<file path="config.mk">
export PLATFORM = sky130hd
export DESIGN_NAME = dbus_arbiter
export DESIGN_NICKNAME = d
export VERILOG_FILES = /design/src/rtl/dbus_arbiter.sv
export SDC_FILE = /design/constraint.sdc
export NUM_CORES = 1
export LEC_CHECK = 0
export BUFFER_PORTS_ARGS = -buffer_cell sky130_fd_sc_hd__buf_2
export CORE_AREA = 2 2 145 147
export DETAILED_ROUTE_END_ITERATION = 10
export DIE_AREA = 0 0 147 149
export GPL_TIMING_DRIVEN = 0
export PLACE_DENSITY = 0.57
export SETUP_SLACK_MARGIN = 0.5
export SKIP_CTS_REPAIR_TIMING = 1
export SLEW_MARGIN = 0
export SYNTH_ARGS = -nofsm -noshare
export SYNTH_HDL_FRONTEND = slang
export SYNTH_SLANG_ARGS = --single-unit
</file>
<file path="constraint.sdc">
create_clock -name sysclk -period 4.25 [get_ports sysclk]
set_clock_uncertainty 0.2 [all_clocks]
set_input_delay 0.2125 -clock sysclk [delete_from_list [all_inputs] [get_ports sysclk]]
set_output_delay 0.2125 -clock sysclk [all_outputs]
set_load 0.03 [all_outputs]
</file>
<file path="src/rtl/dbus_arbiter.sv">
// Two-master, three-slave data-bus arbiter: each transfer runs IDLE -> ACCESS -> RESP.
// Define ARB_LOCK_EN to add m0_lock/m1_lock for locked back-to-back ownership.
module dbus_arbiter #(
    parameter logic [31:0] PERI_BASE  = 32'h4000_0000,
    parameter logic [31:0] UART_BASE  = 32'h4000_0018,
    parameter logic [31:0] UART_TOP   = 32'h4000_0030,
    parameter bit          FIXED_PRIO = 1'b0
) (
    input  logic        sysclk,
    input  logic        reset,
    input  logic        m0_req,
    input  logic        m0_wr,
    input  logic [31:0] m0_addr,
    input  logic [31:0] m0_wdata,
    output logic [31:0] m0_rdata,
    output logic        m0_ack,
    output logic        m0_err,
    input  logic        m1_req,
    input  logic        m1_wr,
    input  logic [31:0] m1_addr,
    input  logic [31:0] m1_wdata,
    output logic [31:0] m1_rdata,
    output logic        m1_ack,
    output logic        m1_err,
`ifdef ARB_LOCK_EN
    input  logic        m0_lock,
    input  logic        m1_lock,
`endif
    output logic [31:0] s_addr,
    output logic [31:0] s_wdata,
    output logic        s_rd,
    output logic        s_wr,
    output logic [2:0]  s_sel,
    input  logic [31:0] ram_rdata,
    input  logic [31:0] peri_rdata,
    input  logic [31:0] uart_rdata,
    output logic [1:0]  gnt
);
    typedef enum logic [1:0] {IDLE, ACCESS, RESP} state_t;

    state_t      r_state, w_next;
    logic        r_owner, r_last, r_wr;
    logic [31:0] r_addr, r_wdata, r_m0_rdata, r_m1_rdata;
    logic [2:0]  r_sel;
    logic [1:0]  w_req;
    logic        w_win;
    logic [31:0] w_sdata;
`ifdef ARB_LOCK_EN
    logic        r_locked, r_lock_m;
    logic [1:0]  w_lock;
    assign w_lock = {m1_lock, m0_lock};
`endif

    function automatic logic [2:0] decode(input logic [31:0] a);
        if (a < PERI_BASE)      return 3'b001;
        else if (a < UART_BASE) return 3'b010;
        else if (a < UART_TOP)  return 3'b100;
        else                    return 3'b000;
    endfunction

    assign w_req    = {m1_req, m0_req};
    assign s_addr   = r_addr;
    assign s_wdata  = r_wdata;
    assign m0_rdata = r_m0_rdata;
    assign m1_rdata = r_m1_rdata;

    // Winner: a single requester wins outright; a tie goes by priority mode.
    always_comb begin
        w_win = w_req[1] & ~w_req[0];
        if (w_req == 2'b11)
            w_win = FIXED_PRIO ? 1'b0 : ~r_last;
`ifdef ARB_LOCK_EN
        if (r_locked && w_req[r_lock_m])
            w_win = r_lock_m;
`endif
    end

    always_comb begin
        w_sdata = 32'h0;
        if (r_sel[0])      w_sdata = ram_rdata;
        else if (r_sel[1]) w_sdata = peri_rdata;
        else if (r_sel[2]) w_sdata = uart_rdata;
    end

    always_ff @(posedge sysclk or negedge reset) begin
        if (!reset) r_state <= IDLE;
        else        r_state <= w_next;
    end

    always_comb begin
        w_next = r_state;
        s_rd   = 1'b0;
        s_wr   = 1'b0;
        s_sel  = 3'b000;
        gnt    = 2'b00;
        m0_ack = 1'b0;
        m1_ack = 1'b0;
        m0_err = 1'b0;
        m1_err = 1'b0;
        case (r_state)
            IDLE: if (|w_req) w_next = ACCESS;
            ACCESS: begin
                w_next = RESP;
                s_sel  = r_sel;
                s_rd   = ~r_wr & (|r_sel);
                s_wr   = r_wr & (|r_sel);
                gnt    = r_owner ? 2'b10 : 2'b01;
            end
            RESP: begin
                w_next = IDLE;
                gnt    = r_owner ? 2'b10 : 2'b01;
                m0_ack = ~r_owner;
                m1_ack = r_owner;
                m0_err = ~r_owner & (r_sel == 3'b000);
                m1_err = r_owner & (r_sel == 3'b000);
            end
            default: w_next = IDLE;
        endcase
    end

    always_ff @(posedge sysclk or negedge reset) begin
        if (!reset) begin
            r_owner    <= 1'b0;
            r_last     <= 1'b1;
            r_wr       <= 1'b0;
            r_addr     <= 32'h0;
            r_wdata    <= 32'h0;
            r_sel      <= 3'b000;
            r_m0_rdata <= 32'h0;
            r_m1_rdata <= 32'h0;
`ifdef ARB_LOCK_EN
            r_locked   <= 1'b0;
            r_lock_m   <= 1'b0;
`endif
        end else begin
            case (r_state)
                IDLE: begin
                    if (|w_req) begin
                        r_owner <= w_win;
                        r_wr    <= w_win ? m1_wr    : m0_wr;
                        r_addr  <= w_win ? m1_addr  : m0_addr;
                        r_wdata <= w_win ? m1_wdata : m0_wdata;
                        r_sel   <= decode(w_win ? m1_addr : m0_addr);
                    end
`ifdef ARB_LOCK_EN
                    if (r_locked && !w_req[r_lock_m])
                        r_locked <= 1'b0;
`endif
                end
                ACCESS: begin
                    // Unmapped reads capture zero since no slave is selected.
                    if (!r_wr) begin
                        if (r_owner) r_m1_rdata <= w_sdata;
                        else         r_m0_rdata <= w_sdata;
                    end
                end
                RESP: begin
                    r_last <= r_owner;
`ifdef ARB_LOCK_EN
                    r_locked <= w_lock[r_owner];
                    r_lock_m <= r_owner;
`endif
                end
                default: ;
            endcase
        end
    end
endmodule

</file>
# Yosys cells after proc, flatten, opt, wreduce, memory -nomap -nowiden
# Index checks and enable logic that the tools add are counted.
dict set report classes {
  order_cmp 3
  n_eq_ne 4
  muxes 21
  n_bitwise 9
  n_reduce_logical 8
}
# operator count
set ops {}
lappend ops {{32-bit 2-to-1 mux} 5}
lappend ops {{32-bit by 31-bit less-than comparator with 1-bit output (second input constant)} 3}
lappend ops {{3-bit 2-to-1 mux} 4}
lappend ops {{1-bit 2-to-1 mux} 8}
lappend ops {{2-bit 2-to-1 mux} 3}
lappend ops {{3-bit AND reduction} 2}
lappend ops {{1-bit AND} 5}
lappend ops {{2-bit == test (second input constant)} 2}
lappend ops {{1-bit inverter} 4}
lappend ops {{2-bit one-hot mux with 2 select lines} 1}
lappend ops {{2-bit OR reduction} 2}
lappend ops {{3-bit logical NOT} 1}
lappend ops {{3-bit OR reduction} 1}
lappend ops {{2-bit by 1-bit == test with 1-bit output (second input constant)} 1}
lappend ops {{2-bit logical NOT} 1}
lappend ops {{2-bit != test (second input constant)} 1}
lappend ops {{2-bit AND reduction} 1}
dict set report totals {
  register_bits 136
  in_bits 230
  word_cells 54
}

# Depth between registers and ports, before layout
dict set report logic_depth {
  ltp_word 8
  ltp_mapped 7
  depth_no_buf 6
}

# Worst setup path before layout
# No wires, ideal clock.
dict set report synth_timing {
  kind {register to output}
  start {reg r_state[0]}
  end {out m0_err}
  arrival_ps 1647
  required_time_ps 3838
  slack_ps 2190
  stages_incl_launch_ff 5
  path_buffers 0
  path_cell_list {dfrtp_1 > inv_1 > ha_1 > nor2b_1 > nor2b_1}
}
dict set report synth_between {
  elab_chain_cells 2
}
# item line
set synth_lines {}
lappend synth_lines {{from (decl)} 41} ;# state_t r_state, w_next;
lappend synth_lines {{from (signal assigned)} 87} ;# else r_state <= w_next;
lappend synth_lines {{2-bit == test} 100} ;# case (r_state)
lappend synth_lines {{1-bit 2-to-1 mux} 100}
lappend synth_lines {{to (decl)} 17} ;# output logic m0_err,
# Every way passes these cells.

# Final worst setup path
dict set report layout_timing {
  start {reg r_state[1]}
  end {reg r_addr[26] (netlist: s_addr[26])}
}
dict set report layout_between {
  elab_chain_cells 2
}
# item line
set layout_lines {}
lappend layout_lines {{2-bit logical NOT} 136} ;# case (r_state)
lappend layout_lines {{2-bit AND reduction (no source line)} --}
lappend layout_lines {{to (signal assigned)} 141} ;# r_addr <= w_win ? m1_addr : m0_addr;
lappend layout_lines {{to (decl)} 43} ;# logic [31:0] r_addr, r_wdata, r_m0_rdata, r_m1_rdata;
# Every way passes these cells.
# A chain may end at the register's enable or synchronous reset.

==> results by group <==
Global routing
  – Gr usage total: 23.0%
  – Largest net degree at the start of global routing: 73
  – Antenna violations before repair: 2
  – Overflow after GRT: 0
  – First-pass GRT wire length: a little under 40000 µm
  – Vias in the first global route: about 6700

Synth
  – Post-synthesis sequential area ratio: a little over half
  – Synth Area per Inst: 8.47 µm²
  – Number of synthesized flops with an enable pin: 0
  – FFs w/ async S/R, synth: 100%
  – Most frequent cells after synthesis: 201 x nand2_1, 135 x dfrtp_1, 102 x nor2_1
  – Yosys top cell area share: between 50% and 60%
  – Count of different cell masters after synthesis: 41
  – YS warnings: 0
  – Syn nets: approximately 980
  – Ys flop type: dfrtp_1
  – Synth area leaders: dfrtp_1 53%, nand2_1 12%, a31oi_1 6.3%
  – Mapped cell area: 6340 µm²
  – Most common cell in the netlist: nand2_1
  – Seq cells post-synth: roughly 140
  – Post-synth top area cell: dfrtp_1
  – Syn Inst Count: 749

Critical path
  – CP Launch Type: flip-flop
  – Worst path top cell family by delay: buffers and inverters
  – Worst EP required: around 4.4 ns
  – Buf/Inv on CP: 4
  – Max FO, Critical Path: 10
  – Cell Chain, Critical Path: inv_1 -> ha_1 -> nor2b_4 -> clkbuf_1 -> clkbuf_1 -> nor2_1 -> a31oi_1 -> dlygate4sd3_1
  – Crit path largest cell delay: approximately 0.57 ns
  – CP arrival: 3.10 ns
  – Slowest CP cell: dlygate4sd3_1
  – Crit Path Class: flip-flop to flip-flop
  – Cell mode on critical path: clkbuf_1
  – CP endpoint kind: flip-flop

Clocking
  – Clk root buf: clkbuf_16
  – Clk buf depth: 2
  – Clock insertion delay at the later pin of the skew report: 0.42 ns
  – CTS buffer count: 17
  – Clock-pin slew on the worst setup and hold paths: ~0.060 ns
  – CTS H-tree depth: 4
  – CTS Sinks: 136
  – CTS tree: built

STA
  – Setup TNS: 0 ns
  – Fin. Hold Viols: 3
  – Minimum clock period: 2.95 ns
  – Final Setup Violations: 0
  – Final Cycle Share: 69.3%
  – Hold WS: -0.0163 ns
  – FMAX: 339 MHz
  – Unrepaired setup endpoints after global routing: false
  – Slew Limit Fails: 0
  – Slew HR: 55.2%
  – Slew @ Worst Pin: between 0.6 and 0.7 ns

Status
  – Outcome: complete, but fails checks
  – Failing checks: negative hold slack

Worst hold path
  – Hold Path Class: primary input to flip-flop

Placed design
  – DP Cell Count: 1393
  – Final Wtd Congestion: 0.839
  – I/O Buffers: 368
  – DP HPWL: 20200 µm
  – Cell Area, Placed: 8560 µm²

Floorplanning
  – Row count: between 50 and 60
  – Die ar.: around 22000 µm²
  – CORE AREA: 20600 µm²
  – Initial Utilization: 30.9%
  – Die width: between 100 and 150 µm
  – I/O pin count: 369
  – Die Span Y: 149 µm

Routing
  – DR WL/cell: 17.6 µm
  – Final Routed Wirelength: ~28000 µm
  – TritonRoute pass-1 iters: 5
  – Met2 wire len: 14000 µm
  – Met3 Routed Length: ~2100 µm
  – Initial DRC Count: 325
  – DR top layer: met5
  – Drc violations: 0
  – DRT met1 WL: approximately 11000 µm
  – Routed via count: 7688
  – Post-route ant nets: 0
  – Avg Vias per Cell: 4.84

Pwr
  – PD cells: approximately 710 nW/µm²
  – Worst vdd ir: around 0.33 mV
  – Pwr Total: 0.00763 W
  – Leakage: 5.21 nW

Flow run
  – Max cap viols: 0

Cells and area
  – Antenna Cells: 0
  – Net count, final: 1533
  – Final instance area: 10800 µm²
  – Fraction of layout cells with a size suffix above 1: 31.3%
  – Final instance count without filler cells: 1587
  – Area Overhead vs Synth: 70.5%
cell usage in the layout, fill, tap and decap left out, drive strengths merged, types with 2 or more instances in the layout:
| master | instances |
|---|---|
| or4 | 4 |
| a21boi | 3 |
| o21ai | 69 |
| inv | 7 |
| a21oi | 36 |
| a22oi | 32 |
| nor2b | 6 |
| and3b | 2 |
| bufinv | 4 |
| dfrtp | 135 |
| clkbuf | 66 |
| nand4 | 2 |
| clkinv | 5 |
| mux2i | 2 |
| buf | 377 |
| a221oi | 2 |
| nor4 | 9 |
| ha | 3 |
| nor2 | 102 |
| a31oi | 64 |
| dlygate4sd3 | 163 |
| and2 | 4 |
| nand2 | 201 |
path summary, 6_finish.rpt:
| kind | startpoint | to | slack [ns] | depth (start not counted) |
|---|---|---|---|---|
| setup / recovery | r_state[1]$_DFFE_PN0P_ | s_addr[26]$_DFFE_PN0P_ | 1.30 | 8 |
| hold / removal | m1_req | r_state[0]$_DFFE_PN0P_ | -0.02 | 3 |
| setup reg to reg | r_state[1]$_DFFE_PN0P_ | s_addr[26]$_DFFE_PN0P_ | 1.30 | 8 |
| hold reg to reg | m1_rdata[27]$_DFFE_PN0P_ | m1_rdata[27]$_DFFE_PN0P_ | 0.28 | 2 |
| max in group asynchronous | reset | r_last$_DFFE_PN1P_ | 2.84 | 3 |
| min in group asynchronous | reset | m0_rdata[8]$_DFFE_PN0P_ | 0.16 | 2 |
through the flow:
step                      util, %  setup WS [ns]
after floorplan                 -           2.19
after global placement       41.5          0.687
after detailed placement     41.6           1.84
after CTS                    44.7           1.62
after global routing         52.6           1.05
final                        52.6           1.30
layout make-up:
class                           count  area (µm²)
Buffer                             56         221
Clock inverter                     13         194
Tap cell                          275         344
Fill cell                        1969        9740
Clock buffer                       18         429
Sequential cell                   136        3400
Timing Repair Buffer              532        3510
Multi-Input combinational cell    553        2700
Inverter                            4        15.0
flip-flops by register name (all words and copies together) (netlist names):
| name | cells |
|---|---|
| s_addr | 32 |
| m1_rdata | 32 |
| m0_rdata | 32 |
| r_owner | 1 |
| s_wdata | 32 |
| r_last | 1 |
| r_wr | 1 |
| r_state | 2 |
| r_sel | 3 |
where the power goes:
| group | leakage [nW] | internal [W] | switching [W] |
|---|---|---|---|
| Clock | 0.301 | 0.000988 | 0.000624 |
| Combinational | 3.24 | 0.00143 | 0.00246 |
| Sequential | 1.68 | 0.00182 | 0.000295 |
worst register-to-register path: stages (launching register included):
cell and delay, ns:
dfrtp_1 0.39, inv_1 0.10, ha_1 0.23, nor2b_4 0.18, clkbuf_1 0.40, clkbuf_1 0.54
nor2_1 0.11, a31oi_1 0.18, dlygate4sd3_1 0.57
per-layer routing:
metal / global-route usage, % / up-vias
li1: - / 3680
met1: 28.6 / 3638
met2: 39.1 / 328
met3: 6.33 / 40
met4: 7.55 / 2
met5: 0 / -
cells by family after synthesis:
family | synth area share [%]
simple gates | 21.6
fa+ha+maj | 0.592
flops | 53.7
buf+inv | 3.73
compound gates | 20.0
mux | 0.316
Power figures use the tool's default switching activity.
